File: config.mk
export PLATFORM = sky130hd
export DESIGN_NAME = multi_intr_controller_flat
export DESIGN_NICKNAME = d
export VERILOG_FILES = /design/src/rtl/multi_intr_controller_if.sv /design/src/rtl/multi_intr_controller.sv /design/src/flat_wrapper.sv
export SDC_FILE = /design/constraint.sdc
export NUM_CORES = 1
export LEC_CHECK = 0
export BUFFER_PORTS_ARGS = -buffer_cell sky130_fd_sc_hd__buf_2
export CAP_MARGIN = 20
export CORE_MARGIN = 2
export CORE_UTILIZATION = 59
export DETAILED_ROUTE_END_ITERATION = 10
export PLACE_DENSITY_LB_ADDON = 0.15
export SLEW_MARGIN = 0
export SYNTH_ARGS = -nofsm -noshare
export SYNTH_HDL_FRONTEND = slang
export SYNTH_SLANG_ARGS = --single-unit
export TNS_END_PERCENT = 10
File: constraint.sdc
create_clock -name CLK -period 6.8 [get_ports CLK]
set_input_delay 0.34 -clock CLK [delete_from_list [all_inputs] [get_ports CLK]]
set_output_delay 0.34 -clock CLK [all_outputs]
set_load 0.005 [all_outputs]
File: src/rtl/multi_intr_controller_if.sv
// Endpoint-side interrupt handshake: request/ready, legacy message type and MSI vector.
interface multi_intr_controller_if #(
   parameter int unsigned C_VEC_W = 2
);
   logic               INTR_MSI_RDY;
   logic               INTR_MSI_REQUEST;
   logic               CFG_INTERRUPT_ASSERT;
   logic [C_VEC_W-1:0] INTR_MSI_VECTOR;

   modport master (
      input  INTR_MSI_RDY,
      output INTR_MSI_REQUEST,
      output CFG_INTERRUPT_ASSERT,
      output INTR_MSI_VECTOR
   );

   modport slave (
      output INTR_MSI_RDY,
      input  INTR_MSI_REQUEST,
      input  CFG_INTERRUPT_ASSERT,
      input  INTR_MSI_VECTOR
   );
endinterface

File: src/rtl/multi_intr_controller.sv
// Multi-channel interrupt controller: coalesces per-channel requests and issues
// round-robin MSI sends or legacy assert/deassert message pairs.
module multi_intr_controller #(
   parameter int unsigned C_NUM_CHNL = 4,
   parameter int unsigned C_HOLDOFF  = 0
) (
   input  logic                  CLK,
   input  logic                  RST_N,
   input  logic [C_NUM_CHNL-1:0] INTR,
   input  logic [C_NUM_CHNL-1:0] INTR_CLR,
   output logic [C_NUM_CHNL-1:0] INTR_DONE,
   output logic [C_NUM_CHNL-1:0] INTR_PENDING,
   input  logic                  CONFIG_INTERRUPT_MSIENABLE,
   input  logic [2:0]            CONFIG_INTERRUPT_MMENABLE,
   multi_intr_controller_if.master msi
);

   localparam int unsigned C_VEC_W = (C_NUM_CHNL > 1) ? $clog2(C_NUM_CHNL) : 1;
   localparam int unsigned C_HO_W  = 10;

   typedef enum logic [2:0] {
      S_IDLE         = 3'd0,
      S_MSI_REQ      = 3'd1,
      S_HOLDOFF      = 3'd2,
      S_LEG_ASSERT   = 3'd3,
      S_LEG_WAIT     = 3'd4,
      S_LEG_DEASSERT = 3'd5
   } state_t;

   state_t                r_state;
   logic [C_NUM_CHNL-1:0] r_pending;
   logic [C_NUM_CHNL-1:0] r_done;
   logic [C_VEC_W-1:0]    r_ptr;
   logic [C_VEC_W-1:0]    r_winner;
   logic [C_VEC_W-1:0]    r_vec;
   logic [C_HO_W-1:0]     r_hold_cnt;
   logic                  r_req;
   logic                  r_assert;
   logic                  r_msi_mode;

   logic [C_VEC_W-1:0]    w_win;
   logic [C_VEC_W-1:0]    w_vec;
   logic [31:0]           w_lim;
   logic                  w_acc;
   logic [C_NUM_CHNL-1:0] w_msi_clr;
   logic [C_NUM_CHNL-1:0] w_leg_clr;
   logic [C_NUM_CHNL-1:0] w_clr;
   logic [C_NUM_CHNL-1:0] w_pend_nxt;

   // Round-robin pick: the pending channel closest after the last grant wins.
   always_comb begin
      w_win = r_ptr;
      for (int unsigned k = C_NUM_CHNL; k >= 1; k--) begin
         for (int unsigned i = 0; i < C_NUM_CHNL; i++) begin
            if (r_pending[i] && (i == ((32'(r_ptr) + k) % C_NUM_CHNL))) begin
               w_win = C_VEC_W'(i);
            end
         end
      end
   end

   // Vector clamps to the highest vector the host granted.
   always_comb begin
      w_lim = (32'd1 << CONFIG_INTERRUPT_MMENABLE) - 32'd1;
      w_vec = (32'(w_win) < w_lim) ? w_win : C_VEC_W'(w_lim);
   end

   // A new request on the same edge as its clear keeps the channel pending.
   always_comb begin
      w_acc      = (r_state == S_MSI_REQ) && r_req && msi.INTR_MSI_RDY;
      w_msi_clr  = w_acc ? (C_NUM_CHNL'(1) << r_winner) : '0;
      w_leg_clr  = ((r_state == S_LEG_WAIT) && !r_msi_mode) ? (INTR_CLR & r_pending) : '0;
      w_clr      = w_msi_clr | w_leg_clr;
      w_pend_nxt = (r_pending & ~w_clr) | INTR;
   end

   always_ff @(posedge CLK or negedge RST_N) begin
      if (!RST_N) begin
         r_state    <= S_IDLE;
         r_pending  <= '0;
         r_done     <= '0;
         r_ptr      <= C_VEC_W'(C_NUM_CHNL - 1);
         r_winner   <= '0;
         r_vec      <= '0;
         r_hold_cnt <= '0;
         r_req      <= 1'b0;
         r_assert   <= 1'b0;
         r_msi_mode <= 1'b0;
      end else begin
         r_pending <= w_pend_nxt;
         r_done    <= w_clr;
         case (r_state)
            S_IDLE: begin
               if (|r_pending) begin
                  r_msi_mode <= CONFIG_INTERRUPT_MSIENABLE;
                  r_req      <= 1'b1;
                  if (CONFIG_INTERRUPT_MSIENABLE) begin
                     r_winner <= w_win;
                     r_ptr    <= w_win;
                     r_vec    <= w_vec;
                     r_assert <= 1'b0;
                     r_state  <= S_MSI_REQ;
                  end else begin
                     r_vec    <= '0;
                     r_assert <= 1'b1;
                     r_state  <= S_LEG_ASSERT;
                  end
               end
            end
            S_MSI_REQ: begin
               if (w_acc) begin
                  r_req <= 1'b0;
                  if (C_HOLDOFF > 0) begin
                     r_hold_cnt <= C_HO_W'(C_HOLDOFF - 1);
                     r_state    <= S_HOLDOFF;
                  end else begin
                     r_state <= S_IDLE;
                  end
               end
            end
            S_HOLDOFF: begin
               if (r_hold_cnt == '0) begin
                  r_state <= S_IDLE;
               end else begin
                  r_hold_cnt <= r_hold_cnt - C_HO_W'(1);
               end
            end
            S_LEG_ASSERT: begin
               if (r_req && msi.INTR_MSI_RDY) begin
                  r_req   <= 1'b0;
                  r_state <= S_LEG_WAIT;
               end
            end
            S_LEG_WAIT: begin
               if (w_pend_nxt == '0) begin
                  r_req    <= 1'b1;
                  r_assert <= 1'b0;
                  r_state  <= S_LEG_DEASSERT;
               end
            end
            S_LEG_DEASSERT: begin
               if (r_req && msi.INTR_MSI_RDY) begin
                  r_req   <= 1'b0;
                  r_state <= S_IDLE;
               end
            end
            default: begin
               r_req    <= 1'b0;
               r_assert <= 1'b0;
               r_state  <= S_IDLE;
            end
         endcase
      end
   end

   assign INTR_DONE                = r_done;
   assign INTR_PENDING             = r_pending;
   assign msi.INTR_MSI_REQUEST     = r_req;
   assign msi.CFG_INTERRUPT_ASSERT = r_assert;
   assign msi.INTR_MSI_VECTOR      = r_vec;

endmodule

File: src/flat_wrapper.sv
// flat-port wrapper written by rule: the top's interface ports become plain ports
module multi_intr_controller_flat 
#(
   parameter int unsigned C_NUM_CHNL = 4,
   parameter int unsigned C_HOLDOFF  = 0
)
  (CLK, RST_N, INTR, INTR_CLR, INTR_DONE, INTR_PENDING, CONFIG_INTERRUPT_MSIENABLE, CONFIG_INTERRUPT_MMENABLE, msi_INTR_MSI_RDY, msi_INTR_MSI_REQUEST, msi_CFG_INTERRUPT_ASSERT, msi_INTR_MSI_VECTOR);
  multi_intr_controller_if #(.C_VEC_W((2))) msi_i ();
  input  logic CLK;
  input  logic RST_N;
  input  logic [C_NUM_CHNL-1:0] INTR;
  input  logic [C_NUM_CHNL-1:0] INTR_CLR;
  output logic [C_NUM_CHNL-1:0] INTR_DONE;
  output logic [C_NUM_CHNL-1:0] INTR_PENDING;
  input  logic CONFIG_INTERRUPT_MSIENABLE;
  input  logic [2:0] CONFIG_INTERRUPT_MMENABLE;
  input wire logic [$bits(msi_i.INTR_MSI_RDY)-1:0] msi_INTR_MSI_RDY;
  output wire logic [$bits(msi_i.INTR_MSI_REQUEST)-1:0] msi_INTR_MSI_REQUEST;
  output wire logic [$bits(msi_i.CFG_INTERRUPT_ASSERT)-1:0] msi_CFG_INTERRUPT_ASSERT;
  output wire logic [$bits(msi_i.INTR_MSI_VECTOR)-1:0] msi_INTR_MSI_VECTOR;
  assign msi_i.INTR_MSI_RDY = msi_INTR_MSI_RDY;
  assign msi_INTR_MSI_REQUEST = msi_i.INTR_MSI_REQUEST;
  assign msi_CFG_INTERRUPT_ASSERT = msi_i.CFG_INTERRUPT_ASSERT;
  assign msi_INTR_MSI_VECTOR = msi_i.INTR_MSI_VECTOR;
  multi_intr_controller #(.C_NUM_CHNL(C_NUM_CHNL), .C_HOLDOFF(C_HOLDOFF)) u_core (.CLK(CLK), .RST_N(RST_N), .INTR(INTR), .INTR_CLR(INTR_CLR), .INTR_DONE(INTR_DONE), .INTR_PENDING(INTR_PENDING), .CONFIG_INTERRUPT_MSIENABLE(CONFIG_INTERRUPT_MSIENABLE), .CONFIG_INTERRUPT_MMENABLE(CONFIG_INTERRUPT_MMENABLE), .msi(msi_i));
endmodule
# After elaboration in Yosys (flattened, before gate mapping)
# Cells that the tools add are included.
[classes]
muxes = 37
reduce_logical = 37
order_cmp = 1
bitwise_logic = 8
shift = 2
eq_ne = 24
addsub = 6
[op_table]
columns = ["operator", "n"]
rows = [
  ["$logic_not 32->1", 4],
  ["$mux 2", 19],
  ["$lt 2x32->1", 1],
  ["$shl 1x3->32 const A", 1],
  ["$sub 32x1->32 const B", 1],
  ["$logic_and 1x1->1", 20],
  ["$mux 3", 6],
  ["$pmux 3 s6", 1],
  ["$eq 2x2->1 const A", 8],
  ["$ne 2x1->1 const B", 6],
  ["$logic_not 10->1", 1],
  ["$sub 10x1->10 const B", 1],
  ["$and 4x4->4", 2],
  ["$eq 1x2->1 const A", 4],
  ["$mux 4", 2],
  ["$or 4x4->4", 2],
  ["$reduce_or 4->1", 2],
  ["$mux 1", 7],
  ["$eq 3x2->1 const B", 2],
  ["$eq 3x3->1 const B", 2],
  ["$reduce_and 3->1", 2],
  ["$reduce_and 6->1", 1],
  ["$pmux 1 s5", 1],
  ["$reduce_and 5->1", 1],
  ["13 further kinds", 18],
]
[word_totals]
out_inout_bits = 12
ff_bits = 30
input_bits = 15

# Depth between registers and ports, before layout
# Gate-level depths: netlist of the first run.
[depth]
word_depth = 22
mapped_depth = 9

# Worst setup path before layout of the first run
# No wires, ideal clock.
[synth_timing]
path_kind = "flip-flop to flip-flop"
from = "register u_core.r_state[2]"
to = "register u_core.r_assert (netlist: u_core.msi.CFG_INTERRUPT_ASSERT)"
t_arrival_ns = 2.058
n_path_buf = 0
setup_ns = 0.120
slack_ns = 4.622
required_time_ns = 6.680
period_less_slack_ns = 2.178
path_stages_with_launch = 6
cell_sequence = "dfrtp_1 -> nand4b_1 -> or4b_1 -> a31o_1 -> or4_4 -> a41o_1"
[synth_between]
elab_chain_cells = 11
elab_cells_between_ends = 22
[synth_lines]
columns = ["element", "line_no", "rtl"]
rows = [
  ["start, declared", "multi_intr_controller.sv:30", "state_t r_state;"],
  ["start signal, assigned", "multi_intr_controller.sv:79", "r_state <= S_IDLE;"],
  ["start signal, assigned", "multi_intr_controller.sv:102", "r_state <= S_MSI_REQ;"],
  ["start signal, assigned", "multi_intr_controller.sv:106", "r_state <= S_LEG_ASSERT;"],
  ["$eq 3x1->1", "multi_intr_controller.sv:70", "w_acc = (r_state == S_MSI_REQ) && r_req && msi.INTR_MSI_RDY;"],
  ["$logic_and 1x1->1 (2 in a row)", "multi_intr_controller.sv:70", ""],
  ["$mux 4", "multi_intr_controller.sv:71", "w_msi_clr = w_acc ? (C_NUM_CHNL'(1) << r_winner) : '0;"],
  ["$or 4x4->4 *", "multi_intr_controller.sv:73", "w_clr = w_msi_clr | w_leg_clr;"],
  ["$not 4->4 *", "multi_intr_controller.sv:74", "w_pend_nxt = (r_pending & ~w_clr) | INTR;"],
  ["$and 4x4->4 *", "multi_intr_controller.sv:74", ""],
  ["$or 4x4->4 *", "multi_intr_controller.sv:74", ""],
  ["net u_core.w_pend_nxt[2]", "multi_intr_controller.sv:48", "logic [C_NUM_CHNL-1:0] w_pend_nxt;"],
  ["$logic_not 4->1 *", "multi_intr_controller.sv:135", "if (w_pend_nxt == '0) begin"],
  ["$ne 2x2->1 (no line) *", "n/a", ""],
  ["$reduce_and 3->1 (no line) *", "n/a", ""],
  ["end signal, assigned", "multi_intr_controller.sv:87", "r_assert <= 1'b0;"],
  ["end signal, assigned", "multi_intr_controller.sv:137", "r_assert <= 1'b0;"],
  ["end signal, assigned", "multi_intr_controller.sv:149", "r_assert <= 1'b0;"],
  ["end, declared", "multi_intr_controller.sv:38", "logic r_assert;"],
]
# Mark *: on every way through the listed nets, which the timed path passes. The rest lies on a longest branch.
# A chain may end at the register's enable or synchronous reset.

# Worst setup path in the final report of the first run
[layout_timing]
from = "register u_core.r_state[0]"
to = "register u_core.r_assert (netlist: u_core.msi.CFG_INTERRUPT_ASSERT)"
# Same word-level chain as after synthesis.

==> results of run 1 <==
-- cell families after synthesis --
kind of cell | synth area share [%]
AND/OR/NAND/NOR | 24.6
buffers and inverters | 3.35
flip-flops | 48.0
multiplexers | 1.28
adder cells (fa/ha/maj) | 3.19
AO/OA/AOI/OAI | 14.5
XOR/XNOR | 5.02
-- cell type report --
type / instances / area [um2]
Multi-Input combinational cell: 122 / 763
Sequential cell: 30 / 753
Fill cell: 195 / 711
Timing Repair Buffer: 27 / 138
Clock buffer: 7 / 55.1
Inverter: 10 / 37.5
Tap cell: 30 / 37.5
Clock inverter: 1 / 5.00
-- synthesized netlist by cell type (2+ instances only) --
master | count | area [um2]
nand2_1 | 25 | 93.8
nor2_1 | 15 | 56.3
clkbuf_1 | 4 | 15.0
xnor2_1 | 9 | 78.8
nand3_1 | 10 | 50.1
a21oi_1 | 7 | 35.0
inv_1 | 10 | 37.5
a31o_2 | 2 | 17.5
a2111oi_0 | 2 | 17.5
a31oi_1 | 2 | 12.5
nand3b_1 | 2 | 15.0
o21ai_0 | 9 | 45.0
dfstp_2 | 2 | 52.6
dfrtp_1 | 28 | 701
mux2i_1 | 2 | 20.0
ha_1 | 4 | 50.1
nand2b_1 | 4 | 25.0
nor4_1 | 4 | 25.0
nand4b_1 | 3 | 26.3
or4_1 | 3 | 22.5
-- cell usage in the layout, fill, tap and decap left out, types with 3 or more instances in the layout --
cell type  instances
dfrtp_1           28
a21oi_1            7
nand2_1           25
nor4_1             4
nor2_1            15
buf_2             26
or4_1              3
nand2b_1           4
nand3_1           10
clkbuf_4           5
o21ai_0            9
nand4b_1           3
inv_1             10
xnor2_1            9
ha_1               4
-- critical path, delay by kind of cell (launching register included) --
kind | cells | cell delay, ns
AO/OA/AOI/OAI | 2 | 0.52
flip-flops | 1 | 0.52
AND/OR/NAND/NOR | 3 | 1.33
-- flip-flops by register name, summed over array words and instances, names as in the netlist --
signal                           flops
u_core.r_hold_cnt                   10
u_core.INTR_DONE                     4
u_core.INTR_PENDING                  4
u_core.r_state                       3
u_core.msi.INTR_MSI_VECTOR           2
u_core.r_ptr                         2
u_core.r_winner                      2
u_core.msi.CFG_INTERRUPT_ASSERT      1
u_core.msi.INTR_MSI_REQUEST          1
u_core.r_msi_mode                    1
-- per-layer routing --
| metal | routed length, um | GRT usage (%) | part of all wire (%) |
|---|---|---|---|
| met4 | 110 | 14.6 | 3.2 |
| met1 | 1450 | 29.4 | 43 |
| met2 | 1680 | 39.5 | 49 |
| met5 | 0 | 0 | 0 |
| met3 | 155 | 5.12 | 4.6 |
-- stage by stage --
stage	total power, mW	setup WS [ns]	hold slack, ns	util (%)	std cells
floorplan	0.417	4.62	0.0444	-	166
global placement	0.475	4.39	0.398	69.2	219
detailed placement	0.492	4.34	0.409	69.2	219
CTS	0.606	4.31	0.0331	71.6	227
global route	0.648	4.12	0.0712	71.6	227
finish	0.605	4.32	0.0215	71.6	227
-- path summary, 6_finish.rpt --
kind | startpoint | end | slack (ns) | depth (start not counted)
max | u_core.r_state[0] | u_core.msi.CFG_INTERRUPT_ASSERT | 4.32 | 5
min | RST_N | u_core.INTR_PENDING[1] | 0.02 | 1
max reg2reg | u_core.r_state[0] | u_core.msi.CFG_INTERRUPT_ASSERT | 4.32 | 5
min reg2reg | u_core.r_hold_cnt[8] | u_core.r_hold_cnt[8] | 0.48 | 1
max in group asynchronous | RST_N | u_core.msi.INTR_MSI_VECTOR[1] | 6.36 | 1
min in group CLK | INTR[0] | u_core.INTR_PENDING[0] | 0.20 | 2
-- power by group through the flow --
stage	clock (mW)	sequential, mW	combinational, mW
floorplan	0	0.261	0.157
global placement	0	0.283	0.193
detailed placement	0	0.286	0.205
CTS	0.116	0.283	0.207
global route	0.122	0.294	0.233
finish	0.113	0.283	0.208
==> metrics, run 1 <==
outcome finished clean; Final Instance Area 1790 um2; clock power share a little under a fifth; depth of the CTS H-tree 2; Syn. warnings 0; Total GRT Usage around 24%; Max Cap Violations 0; Max Slew Vio Count 0; synthesized area per cell around 9.5 um2; Net Sw Power ~0.24 mW; clk slew on worst S/H paths 0.09 ns; Post-DP Area approximately 1700 um2; total CTS buffers 5; post_cts resized 0; die area between 3000 and 4000 um2; crit path DAT around 2.7 ns; Worst setup SP type register; total grt overflow 0; Rows 18; CP required 7.03 ns; Wirelength per Cell ~15 um; Die X about 56 um; Layout area overhead 14.0%; share of cells above drive strength 1 roughly 22%; Worst VDD drop 232 uV; Hold Violations, Final 0; Mapped Cells approximately 170; Sw Ratio 39.3%; vias in the first global route between 1000 and 1500; Max Clock Freq about 400 MHz; Post-synth ARST share 100%; total core area between 2000 and 2500 um2; CP max stage cell nor4b_2; RSZ-0062 raised after global routing false; number of I/O port buffers 26; largest net degree at the start of global routing 31; Fin Setup TNS 0 ns; clock root cell clkbuf_4; Max transition margin roughly a third; Initial DRC Count 44; I/O pins 27; Yosys cell types 39; Post-synth EDFFs 0; global-route wire length before repair just under 6000 um; crit-path max FO 12; Combinational Power Share between 30% and 40%; pwr/cell area approximately 340 nW/um2; CTS max path bufs 2; drt pass-1 iters 4; ys flop type dfrtp_1; Seq/Total Area, Yosys 48.0%; Clock Sinks 30; Syn Nets roughly 190; Hold-fix buffers, CTS 0; placer congestion estimate around 0.8; Tightest Hold Check Type in2async; Period minus WS final around 2.5 ns; Vias/cell 5.99; post-CTS setup buffers 0; CTS tree done; max incr delay on CP 0.69 ns; vias around 1400; Starting Density 62.8%; CP cell instances nor4b_2, nand2_1, a31o_2, or4_4, a41o_1; post-detailed-route count of antenna-violating nets 0; Layout Nets 215; ratio of final minimum period to clock period a little over a third; Worst setup EP type register; WL final between 3000 and 4000 um; diode count 0; Post-Syn Area about 1600 um2; Setup violations, final 0; Worst-Skew Late Latency roughly 0.34 ns; leakage power roughly 0.84 nW; Setup CP Type reg2reg; part of the power in registers a little under half; clock skew between 0.006 and 0.007 ns; DRC violation count after routing 0; Yosys reg bits 30; Die Span Y ~56 um; Power Internal ~0.37 mW; Worst Tran Pin Value about 0.97 ns; post-DP HPWL roughly 2500 um; initial antenna violation count 0
Power figures use the tool's default switching activity.
==> inputs of run 2 (changes only) <==
Settings changed: CORE_UTILIZATION 59 to 49.
Clock period 6.8 ns to 2.23 ns, I/O delays scaled along.
==> run 2 against run 1 <==
Compared with the run above:
- the run now ends with setup timing left
- cell count grew 14%
- clock skew grew 0.0041 ns
- sequential power grew to 2.8 times the previous value
- routed wire length grew 3.0%
- maximum frequency grew 9.4%
- clock power grew to 3.1 times the previous value
- sequential share of layout area shrank 3.9 points
- design area grew 10%
- critical endpoint unchanged
- largest power group is now combinational logic
- highest routed layer unchanged
==> metrics, run 2 (same netlist as run 1, synthesis figures left out) <==
part of the power in registers between 30% and 40%; clock skew just over 0.01 ns; Hold EP u_core.INTR_DONE[3]; die area roughly 3700 um2; Worst setup EP type register; total grt overflow 0; Cells after DPL roughly 250; Period minus WS final about 2.3 ns; Setup CP Type reg2reg; Layout area overhead 25.8%; violated checks setup timing; clock power share 17.7%; post-detailed-route count of antenna-violating nets 0; Tightest Hold Check Type in2reg; Sw Ratio 37.7%; Worst setup SP type register; CP required between 2 and 2.5 ns; Power Internal between 1 and 1.5 mW; RSZ-0062 raised after global routing true; leakage power 0.928 nW; most common cell after layout, fill and taps aside dfrtp_1; Starting Density 51.4%; diode count 0; R2R setup slack -0.04 ns; global-route wire length before repair ~5700 um; hold slack final ~0.024 ns; worst setup margin -0.0414 ns; total CTS buffers 5; worst r2r src u_core.r_state[2]; WL final roughly 3500 um; Max Slew Vio Count 0; Worst Setup SP u_core.r_state[2]; Vias/cell ~5.5; Max Clock Freq 440 MHz; Total GRT Usage between 20% and 30%; most frequent cells in the layout dfrtp_1, buf_2, nand2_1; initial antenna violation count 0; Die Span Y 60.6 um; outcome finished, violations left; worst r2r path cells 6; Setup violations, final 1; largest net degree at the start of global routing 31; crit-path max FO 4; I/O pins 27; Post-Layout Cell Count ~260; Initial DRC Count 79; clk slew on worst S/H paths around 0.1 ns; drt pass-1 iters 4; hold path startpoint INTR_CLR[3]; Worst VDD drop slightly below 700 uV; crit path DAT between 2 and 3 ns; share of cells above drive strength 1 28.8%; number of I/O port buffers 26; vias in the first global route ~1300; clock root cell clkbuf_4; Max transition margin between 50% and 60%; Worst Tran Pin Value about 0.67 ns; ratio of final minimum period to clock period 102%; cell mode on critical path or4_4; pwr/cell area 998 nW/um2; max FFs per register 10; Rows 20; DRC violation count after routing 0; Die X between 60 and 70 um; Net Sw Power 0.742 mW; placer congestion estimate approximately 0.87; CTS tree done; Wirelength per Cell 13.5 um; Max Cap Violations 0; CP cell instances nand4b_1, buf_4, or4_4, a21o_2, or4_4, a41o_1; Top reg by flops u_core.r_hold_cnt; Hold Violations, Final 0; depth of the CTS H-tree 2; CTS max path bufs 2; Clock Sinks 30; post-DP HPWL about 2600 um; R2R Path End u_core.msi.CFG_INTERRUPT_ASSERT; Hold Path Stages 3; Combinational Power Share 42.4%; CP max stage cell or4_4; vias between 1000 and 1500; Fillers 272; total core area around 3100 um2; Worst-Skew Late Latency ~0.33 ns; max incr delay on CP around 0.56 ns; Layout Nets 233
run 2: cell count changes in the layout (fill, tap and decap cells not counted), sizes merged:
cell,previous run,this run
dlygate4sd3,0,4
clkinvlp,0,1
buf,27,41
clkbuf,7,6
run 2: metrics by stage:
stage	power [mW]	util (%)	setup slack (ns)	setup TNS, ns	cell area [um2]
floorplan	1.27	-	0.0520	0	1570
global placement	1.55	60.4	0.0123	0	1840
detailed placement	1.59	60.4	-0.0773	-0.134	1840
CTS	1.96	63.9	-0.0609	-0.0609	1950
global route	2.14	64.6	-0.118	-0.225	1970
finish	1.97	64.6	-0.0414	-0.0414	1970
run 2: power groups by stage:
stage,registers [mW],logic (mW),clock network (mW)
floorplan,0.795,0.478,0
global placement,0.784,0.768,0
detailed placement,0.791,0.799,0
CTS,0.782,0.814,0.362
global route,0.804,0.947,0.387
finish,0.785,0.835,0.350
run 2: area by class of cell:
class	instances	area (um2)	share of cell area [%]
inverters	10	37.5	1.90
flip-flops and latches	30	753	38.2
repair buffers	45	283	14.3
clock inverters	2	12.5	0.634
well taps	44	55.1	2.79
multi-input cells	122	781	39.6
clock buffers	6	51.3	2.60
run 2: worst max-delay path: cells and delay by family, from the launching register on:
kind	cells	cell delay (ns)
AND/OR/NAND/NOR	3	1.20
AO/OA/AOI/OAI	2	0.41
flip-flops	1	0.38
buffers and inverters	1	0.17
run 2: repair_timing:
action	4_1_cts	5_1_grt
buffers inserted	0	1
endpoints found under the setup margin	2	6
resized for setup	2	5
pin swaps	0	3
hold endpoints to repair	31	0
hold buffers	4	0
run 2: how the worst max path moves through the flow:
stage                                           end  slack (ns)  cells past startpoint
floorplan           u_core.msi.CFG_INTERRUPT_ASSERT        0.05                      5
global placement    u_core.msi.CFG_INTERRUPT_ASSERT        0.01                      5
detailed placement    u_core.msi.INTR_MSI_VECTOR[1]       -0.08                      8
CTS                 u_core.msi.CFG_INTERRUPT_ASSERT       -0.06                      5
global route        u_core.msi.CFG_INTERRUPT_ASSERT       -0.12                      6
finish              u_core.msi.CFG_INTERRUPT_ASSERT       -0.04                      6
run 2: routing by layer:
metal	up-vias	routed length, um	global-route usage, %	part of all wire, %
met5	-	0	0	0
met3	5	196	4.69	5.6
met2	44	1600	34.9	46
met1	673	1660	26.8	47
met4	0	46	9.94	1.3
li1	700	-	-	-
